File: src/rtl/router_pkg.sv
`default_nettype none
// ============================================================================
// Module  : router_pkg
// Brief   : Shared types and header-field constants for the router reader.
// Revision: 1.0
// ============================================================================
package router_pkg;

    localparam int DATA_W         = 8;
    localparam int HDR_LEN_MSB    = 7;
    localparam int HDR_LEN_LSB    = 2;
    localparam int HDR_ADDR_MSB   = 1;
    localparam int ROUTER_TIMEOUT = 30;

    typedef enum logic [1:0] {
        IDLE = 2'd0,
        WAIT = 2'd1,
        READ = 2'd2,
        DONE = 2'd3
    } rd_state_t;

endpackage
`default_nettype wire

File: src/rtl/router_rd_timer.sv
`default_nettype none
// ============================================================================
// Module  : router_rd_timer
// Brief   : Loadable delay down-counter plus saturating stall counter.
// Revision: 1.0
// ============================================================================
module router_rd_timer #(
    parameter int DLY_W     = 5,
    parameter int STALL_MAX = 32,
    parameter int STALL_W   = $clog2(STALL_MAX)
) (
    input  logic             clk,
    input  logic             rstn,
    input  logic             dly_load,
    input  logic [DLY_W-1:0] dly_val,
    input  logic             dly_dec,
    output logic             dly_zero,
    input  logic             stall_inc,
    input  logic             stall_clr,
    output logic             stall_term
);

    logic [DLY_W-1:0]   dly_cnt;
    logic [STALL_W-1:0] stall_cnt;

    always_ff @(posedge clk) begin
        if (!rstn) begin
            dly_cnt <= '0;
        end else if (dly_load) begin
            dly_cnt <= dly_val;
        end else if (dly_dec && (dly_cnt != '0)) begin
            dly_cnt <= dly_cnt - 1'b1;
        end
    end

    // Saturates at the terminal value so the flag stays up until cleared.
    always_ff @(posedge clk) begin
        if (!rstn || stall_clr) begin
            stall_cnt <= '0;
        end else if (stall_inc && !stall_term) begin
            stall_cnt <= stall_cnt + 1'b1;
        end
    end

    assign dly_zero   = (dly_cnt == '0);
    assign stall_term = (stall_cnt == STALL_W'(STALL_MAX - 1));

endmodule
`default_nettype wire

File: src/rtl/router_dest_reader.sv
`default_nettype none
// ============================================================================
// Module  : router_dest_reader
// Brief   : Drains one packet per vld_out episode, streams payload, checks parity.
// Revision: 1.0
// ============================================================================
module router_dest_reader
    import router_pkg::*;
#(
    parameter int DATA_W    = router_pkg::DATA_W,
    parameter int LEN_W     = 6,
    parameter int STALL_MAX = 32
) (
    input  logic              clk,
    input  logic              rstn,
    input  logic              vld_out,
    input  logic [DATA_W-1:0] data_out,
    input  logic [4:0]        rd_delay,
    input  logic              hold,
    output logic              read_enb,
    output logic [DATA_W-1:0] pyld_data,
    output logic              pyld_valid,
    output logic [LEN_W-1:0]  pkt_len,
    output logic [1:0]        pkt_addr,
    output logic              pkt_done,
    output logic              pkt_err,
    output logic              pkt_abort,
    output logic              busy
);

    localparam int CNT_W = LEN_W + 1;

    rd_state_t         state;
    rd_state_t         state_nxt;
    logic [CNT_W-1:0]  issued;
    logic [CNT_W-1:0]  got;
    logic [CNT_W-1:0]  limit;
    logic              rd_q;
    logic [DATA_W-1:0] par_acc;
    logic              want_more;
    logic              is_parity;
    logic              abort_nxt;
    logic              dly_load;
    logic              dly_dec;
    logic              dly_zero;
    logic              stall_inc;
    logic              stall_clr;
    logic              stall_term;

    // Only the header may be in flight until its length is known.
    assign limit     = (got == '0) ? CNT_W'(1) : (CNT_W'(pkt_len) + CNT_W'(2));
    assign want_more = (issued < limit);
    assign is_parity = rd_q && (got == (CNT_W'(pkt_len) + CNT_W'(1)));
    assign busy      = (state != IDLE);

    router_rd_timer #(
        .DLY_W     (5),
        .STALL_MAX (STALL_MAX)
    ) u_timer (
        .clk        (clk),
        .rstn       (rstn),
        .dly_load   (dly_load),
        .dly_val    (rd_delay),
        .dly_dec    (dly_dec),
        .dly_zero   (dly_zero),
        .stall_inc  (stall_inc),
        .stall_clr  (stall_clr),
        .stall_term (stall_term)
    );

    always_ff @(posedge clk) begin
        if (!rstn) begin
            state <= IDLE;
        end else begin
            state <= state_nxt;
        end
    end

    always_comb begin
        state_nxt = state;
        read_enb  = 1'b0;
        dly_load  = 1'b0;
        dly_dec   = 1'b0;
        stall_inc = 1'b0;
        stall_clr = 1'b1;
        abort_nxt = 1'b0;
        pkt_done  = 1'b0;
        pkt_err   = 1'b0;
        case (state)
            IDLE: begin
                if (vld_out) begin
                    state_nxt = WAIT;
                    dly_load  = 1'b1;
                end
            end
            WAIT: begin
                if (!vld_out) begin
                    state_nxt = IDLE;
                    abort_nxt = 1'b1;
                end else if (dly_zero) begin
                    state_nxt = READ;
                end else begin
                    dly_dec = 1'b1;
                end
            end
            READ: begin
                stall_clr = vld_out;
                read_enb  = vld_out & ~hold & want_more;
                if (is_parity) begin
                    state_nxt = DONE;
                end else if (!vld_out && want_more) begin
                    stall_inc = 1'b1;
                    if (stall_term) begin
                        state_nxt = IDLE;
                        abort_nxt = 1'b1;
                    end
                end
            end
            DONE: begin
                pkt_done  = 1'b1;
                pkt_err   = (par_acc != '0) | (pkt_len == '0);
                state_nxt = IDLE;
            end
            default: state_nxt = IDLE;
        endcase
    end

    always_ff @(posedge clk) begin
        if (!rstn) begin
            issued     <= '0;
            got        <= '0;
            rd_q       <= 1'b0;
            par_acc    <= '0;
            pkt_len    <= '0;
            pkt_addr   <= '0;
            pyld_data  <= '0;
            pyld_valid <= 1'b0;
            pkt_abort  <= 1'b0;
        end else begin
            pkt_abort  <= abort_nxt;
            pyld_valid <= 1'b0;
            // par_acc survives the DONE cycle and is cleared on the way out.
            if (state != READ) begin
                issued  <= '0;
                got     <= '0;
                rd_q    <= 1'b0;
                par_acc <= '0;
            end else begin
                rd_q <= read_enb;
                if (read_enb) begin
                    issued <= issued + 1'b1;
                end
                if (rd_q) begin
                    got     <= got + 1'b1;
                    par_acc <= par_acc ^ data_out;
                    if (got == '0) begin
                        pkt_len  <= LEN_W'(data_out[HDR_LEN_MSB:HDR_LEN_LSB]);
                        pkt_addr <= data_out[HDR_ADDR_MSB:0];
                    end else if (got <= CNT_W'(pkt_len)) begin
                        pyld_data  <= data_out;
                        pyld_valid <= 1'b1;
                    end
                end
            end
        end
    end

endmodule
`default_nettype wire
File: config.mk
export PLATFORM = sky130hd
export DESIGN_NAME = router_dest_reader
export DESIGN_NICKNAME = d
export VERILOG_FILES = /design/src/rtl/router_pkg.sv /design/src/rtl/router_rd_timer.sv /design/src/rtl/router_dest_reader.sv
export SDC_FILE = /design/constraint.sdc
export NUM_CORES = 1
export LEC_CHECK = 0
export ABC_CLOCK_PERIOD_IN_PS = 4200
export CAP_MARGIN = 40
export CELL_PAD_IN_SITES_DETAIL_PLACEMENT = 1
export CELL_PAD_IN_SITES_GLOBAL_PLACEMENT = 1
export CORE_UTILIZATION = 49
export CTS_BUF_LIST = sky130_fd_sc_hd__clkbuf_8
export DETAILED_ROUTE_END_ITERATION = 8
export DONT_BUFFER_PORTS = 1
export GPL_ROUTABILITY_DRIVEN = 0
export GPL_TIMING_DRIVEN = 0
export PLACE_DENSITY_LB_ADDON = 0.1
export SETUP_SLACK_MARGIN = 0.4
export SLEW_MARGIN = 20
export SYNTH_ARGS = -nofsm -noshare
export SYNTH_HDL_FRONTEND = slang
export SYNTH_SLANG_ARGS = --single-unit
File: constraint.sdc
create_clock -name clk -period 4.2 [get_ports clk]
set_clock_uncertainty 0.2 [all_clocks]
set_input_delay 0 -clock clk [delete_from_list [all_inputs] [get_ports clk]]
set_output_delay 0 -clock clk [all_outputs]
set_load 0.1 [all_outputs]
---- Yosys cells after proc, flatten, opt, wreduce, memory -nomap -nowiden ----
Cells that the tools add are included.
word-level totals
  input port bits ......................... 17
  memories ................................ 0
  bits in writable memories ............... 0
  word-level logic and storage cells ...... 88
  output and inout port bits .............. 22
  bits in latches ......................... 0
  ROM bits ................................ 0
  flip-flop bits (word level) ............. 53
cells by class
  add/sub/neg operators ................... 6
  shift operators ......................... 0
  div/mod/pow operators ................... 0
  eq/ne operators ......................... 10
  mux-type cells .......................... 28
  bitwise operators ....................... 9
  reduce and logical (&&, ||, !) cells .... 21
  $lt $le $gt $ge ......................... 2
  multipliers ............................. 0
operators with widths
  kind                                                                 number
  1-bit 2-to-1 mux                                                     17
  7-bit by 1-bit adder with 7-bit output (second input constant)       2
  2-bit 2-to-1 mux                                                     6
  5-bit 2-to-1 mux                                                     2
  2-bit case mux with 4 select lines                                   1
  4-bit AND reduction                                                  2
  8-bit nonzero test                                                   1
  8-bit XOR                                                            1
  6-bit by 1-bit adder with 7-bit output (second input constant)       1
  6-bit by 2-bit adder with 7-bit output (second input constant)       1
  7-bit == test                                                        1
  7-bit by 6-bit <= comparator with 1-bit output                       1
  7-bit zero test                                                      1
  7-bit < comparator                                                   1
  7-bit 2-to-1 mux                                                     1
  6-bit zero test                                                      1
  3-bit != test (second input constant)                                2
  5-bit by 1-bit adder with 5-bit output (second input constant)       1
  5-bit == test (second input constant)                                1
  5-bit zero test                                                      1
  1-bit inverter                                                       5
  5-bit nonzero test                                                   1
  5-bit by 1-bit subtractor with 5-bit output (second input constant)  1
  2-bit == test (second input constant)                                2
  14 further kinds                                                     22

---- Logic depth before layout (Yosys ltp) ----
  depth in word-level cells ............... 8
  gate-level depth with buffers ........... 15
  mapped depth without buffers ............ 12

---- Modules after synthesis ----
A second synthesis with hierarchy kept.
unflattened totals
  cell total of the unflattened synthesis .. 349
  area, all modules ....................... 3,046.7 µm²
modules (own cells, without submodules)
  module              instances  area each (µm²)  cells an instance  sequential area each (µm²)
  router_dest_reader  1          2,504.9          285                860.8
  router_rd_timer     1          541.8            64                 200.2

---- Least setup slack after synthesis ----
No wires, ideal clock.
  path kind ............................... reg2reg
  start point ............................. register pkt_len[3]
  end point ............................... register issued[0]
  path slack .............................. -0.440 ns
  arrival time ............................ 4.312 ns
  setup time .............................. 0.128 ns
  period minus slack after synthesis ...... 4.640 ns
  buffers on the path ..................... 1
  stages on the path, launching flop included .. 11
  required time ........................... 3.872 ns
  cell sequence ........................... dfxtp_1 > clkbuf_1 > and4_1 > nand3_1 > ha_1 > and3_1 > a221oi_4 > nand3_4 > nor2_1 > xnor2_1 > nor2_1
on the way
  longest elaborated chain between the ends .. 5
RTL lines
  element                                 RTL line                   RTL
  start: declaration                      router_dest_reader.sv:23   output logic [LEN_W-1:0] pkt_len,
  start signal: assignment                router_dest_reader.sv:157  pkt_len <= LEN_W'(data_out[HDR_LEN_MSB:HDR_LEN_LSB]);
  6-bit by 2-bit adder with 7-bit output  router_dest_reader.sv:51   assign limit = (got == '0) ? CNT_W'(1) : (CNT_W'(pkt_len) + CNT_W'(2));
  7-bit 2-to-1 mux                        router_dest_reader.sv:51
  7-bit < comparator                      router_dest_reader.sv:52   assign want_more = (issued < limit);
  1-bit AND                               router_dest_reader.sv:108  read_enb = vld_out & ~hold & want_more;
  1-bit 2-to-1 mux                        router_dest_reader.sv:89   case (state)
  named net read_enb                      router_dest_reader.sv:20   output logic read_enb,
  end signal: assignment                  router_dest_reader.sv:151  issued <= issued + 1'b1;
  end: declaration                        router_dest_reader.sv:35   logic [CNT_W-1:0] issued;
The timed path passes the listed nets, and every way through them passes these cells.
A chain may end at the register's enable or synchronous reset.

---- Worst setup path after layout ----
  start point ............................. register got[2]
  end point ............................... register state[0]
on the way
  longest elaborated chain between the ends .. 6
  elaborated cells on any way between the ends .. 11
  classes of those cells .................. order compare: 1; eq/ne: 3; mux: 3; reduce/logical: 4
RTL lines
  element                        RTL line                   RTL
  start: declaration             router_dest_reader.sv:36   logic [CNT_W-1:0] got;
  start signal: assignment       router_dest_reader.sv:154  got <= got + 1'b1;
  7-bit zero test                router_dest_reader.sv:51
  7-bit 2-to-1 mux               router_dest_reader.sv:51
  7-bit < comparator             router_dest_reader.sv:52
  1-bit logical AND              router_dest_reader.sv:111  end else if (!vld_out && want_more) begin
  3-bit != test (no line)        --
  4-bit AND reduction (no line)  --
  end signal: assignment         router_dest_reader.sv:75   state <= state_nxt;
  end: declaration               router_dest_reader.sv:33   rd_state_t state;
Several ways; a longest one is shown, not always the timed one.

==> results.toml <==
[layout]
final_util_pct = 64.4
final_cells = 475
areaGrowthSynthToFinish_pct = 27.0
nNetsFinal = 443
drive_gt1_share_pct = 15.5
num-fill-cells = 688
diodes = 0

[job]
maxCapViolations = 0

[floorplan]
ios = 39
dieArea_um2 = 6450
die_w_um = 80.3
die_h_um = 80.3
start_util_pct = 50.7
std_cell_rows = 28
coreArea_um2 = 5920

[hold_path]
hold_path_class = "in -> reg"
hp-start = "vld_out"

[timing]
slew_headroom_pct = 42.5
slew_violations = 0
fin_crit_sh_pct = 88.7
worst_slew_pin_slew_ps = 861
fin_crit_ps = 3730
rsz0062_at_grt = "yes"
final_hold_viol_count = 0
max_freq_mhz = 268
setup_viol = 0

[routing]
routedWlPerCell_um = 19.9
drc = 0
ant_nets = 0
drtPass1Iterations = 4
first_iter_violations = 88
vias_per_cell = 5.95
num_vias = 2828
postRouteWirelength_mm = 9.45

[logic_synthesis]
seq_area_frac_synth_pct = 35.3
synthCells = 355
ys_types = 45
synth_most_common_cell = "dfxtp_1"
yosys-top-cells-area = "dfxtp_1 (35%), ha_1 (11%), xnor2_1 (5.5%), nand2_1 (5.1%), xor2_1 (4.4%)"
synth_edf_count = 0
syn-mean-instance-area_um2 = 8.46
synthesis.area_um2 = 3000
syn-num-nets = 399
async_flop_share_pct = 0
synth_top_area_cell = "dfxtp_1"
synth_ff_type = "dfxtp_1"
synth_top_area_share_pct = 35.3
yosysWarningCount = 0
synthTopCellsByCount = "dfxtp_1 (53), nand2_1 (41), nor2_1 (31), ha_1 (27), a21oi_1 (21)"
synth-seq-cells = 53

[power]
power_density_nw_per_um2 = 279
leakage_nw = 1.40
ir_drop_mv = 0.191
p_total_w = 0.00106

[global_route]
first_global_vias = 2929
antenna_found_initial = 0
grt_pass1_wl_mm = 14.4
grt.total_usage_pct = 29.3
grt-ovfl-total = 0
grt_max_degree = 17

[clock_tree]
h-tree-depth = 2
numCtsBuffers = 5
clk_path_buf_depth = 2
cts_tree = "done"
cts_sinks = 53
root_buffer = "clkbuf_8"
path_clk_slew_ps = 100
insertion_delay_ps = 310

[worst_setup_path]
critical-path-top-delay-family = "simple AND/OR/NAND/NOR gates"
crit_path_start = "got[2]$_SDFFE_PP0P_"
worstPathRequired_ps = 4230
arrival_ps = 3760
slowest_stage = "or4_4"
critical_path_cell_count = 12
cp_num_buf_inv = 2
slowest_delay_ps = 540
cp_cell_sequence = "or4_4 -> or2_2 -> buf_6 -> buf_8 -> nand2_2 -> ha_4 -> a21o_1 -> a221oi_4 -> nand3_4 -> or3b_4 -> a311oi_4 -> mux2i_1"
path_class = "reg -> reg"
r2r-start = "got[2]$_SDFFE_PP0P_"
cp-end-kind = "flip-flop"
reg2reg_slack_ps = 470
critPathLaunchType = "flip-flop"
critical_path.endpoint = "state[0]$_SDFFE_PN0P_"
r2r_end = "state[0]$_SDFFE_PN0P_"
rr_worst_depth = 12
cp_max_fo = 10

[placed_design]
io_buffer_count = 0
dp.cells = 444
dp_hpwl_mm = 6.19

[outcome]
status = "finished clean"
[kinds of logic (layout without fill, tap and decap cells)]
group                    count (synthesis)  in the layout  synth area share [%]
AND/OR/NAND/NOR                        138            138                  22.5
AO/OA/AOI/OAI                           61             61                  13.4
flip-flops                              53             53                  35.3
XOR/XNOR                                35             35                  10.7
buffers and inverters                   33             78                  4.13
adder cells (fa/ha/maj)                 27             27                  11.2
multiplexers                             8              8                  2.67
[layout make-up]
| class | count | area [um2] | area share (%) |
|---|---|---|---|
| buffer | 14 | 72.6 | 1.90 |
| clock buffer | 6 | 82.6 | 2.17 |
| clock inverter | 2 | 37.5 | 0.984 |
| inverter | 19 | 71.3 | 1.87 |
| multi-input combinational | 269 | 1930 | 50.5 |
| sequential | 53 | 1080 | 28.3 |
| tap | 75 | 93.8 | 2.46 |
| timing repair buffer | 37 | 448 | 11.7 |
[worst register-to-register path, stage by stage (launching register included)]
cell      delay (ps)
dfxtp_4          370
or4_4            540
or2_2            300
buf_6            140
buf_8            140
nand2_2           80
ha_4             210
a21o_1           210
a221oi_4         350
nand3_4          110
or3b_4           400
a311oi_4         360
mux2i_1          240
[metrics by stage]
step,worst slack (ps),hold WS [ps],area [um2],setup TNS [ps]
detailed placement,-61.8,-61.0,3360,-91.8
global placement,80.3,-64.4,3110,0
global route,344,177,3810,0
floorplan,446,-75.0,3020,0
finish,475,163,3810,0
CTS,386,205,3710,0
[flip-flops by register name, summed over array words and instances, names as in the netlist, 2 cells and up]
name,count
got,7
issued,7
par_acc,8
pkt_addr,2
pkt_len,6
pyld_data,8
state,2
u_timer.dly_cnt,5
u_timer.stall_cnt,5
[cell usage in the layout (no fill, tap or decap), types with 3 or more instances in the layout]
master         Yosys  routed
xnor2_1           19      19
mux2i_1            8       8
o21ai_0           19      19
clkbuf_8           0       6
clkbuf_1          14      10
or3_1              3       3
nor3_1            14      14
dfxtp_4            0       4
a21oi_1           21      21
xor2_1            15      15
nand3_1           20      19
nand4_1            7       7
nor2_1            31      30
dfxtp_2            0       4
ha_1              27      23
ha_4               0       4
a21o_1             4       4
nand2_1           41      39
dlygate4sd3_1      0      16
buf_4              0       7
dfxtp_1           53      45
buf_8              0      13
inv_1             19      19
a211oi_1           4       4
[metal layers]
layer | up-vias | routed length, um | GRT usage (%) | part of all wire, %
li1 | 1312 | - | - | -
met1 | 1395 | 3840 | 33.7 | 41
met2 | 87 | 4870 | 54.0 | 52
met3 | 34 | 431 | 5.57 | 4.6
met4 | 0 | 304 | 9.11 | 3.2
met5 | - | 0 | 0 | 0
[how the worst min path moves through the flow]
stage / to / slack [ps] / cells past startpoint
final: u_timer.stall_cnt[0]$_SDFFE_PP0P_ / 160 / 6
after global routing: u_timer.stall_cnt[0]$_SDFFE_PP0P_ / 180 / 6
after CTS: u_timer.stall_cnt[0]$_SDFFE_PP0P_ / 200 / 6
after detailed placement: pkt_len[3]$_SDFFE_PN0P_ / -60 / 2
after global placement: pkt_len[4]$_SDFFE_PN0P_ / -60 / 2
after floorplan: pkt_abort$_SDFF_PN0_ / -80 / 2
[timing repair]
item / in CTS / in global routing
hold endpoints to repair: 39 / 0
buffers inserted: 2 / 5
endpoints found under the setup margin: 10 / 16
pin swaps: 4 / 6
resized for setup: 13 / 16
hold buffers: 16 / 0
[where the power goes]
| group | leakage (nW) | internal, W | switching, W |
|---|---|---|---|
| Clock | 0.0574 | 0.000194 | 0.000178 |
| Sequential | 0.433 | 0.000514 | 0.0000142 |
| Combinational | 0.911 | 0.0000564 | 0.000107 |
| Total | 1.40 | 0.000765 | 0.000300 |
(Power assumes the default switching activity.)
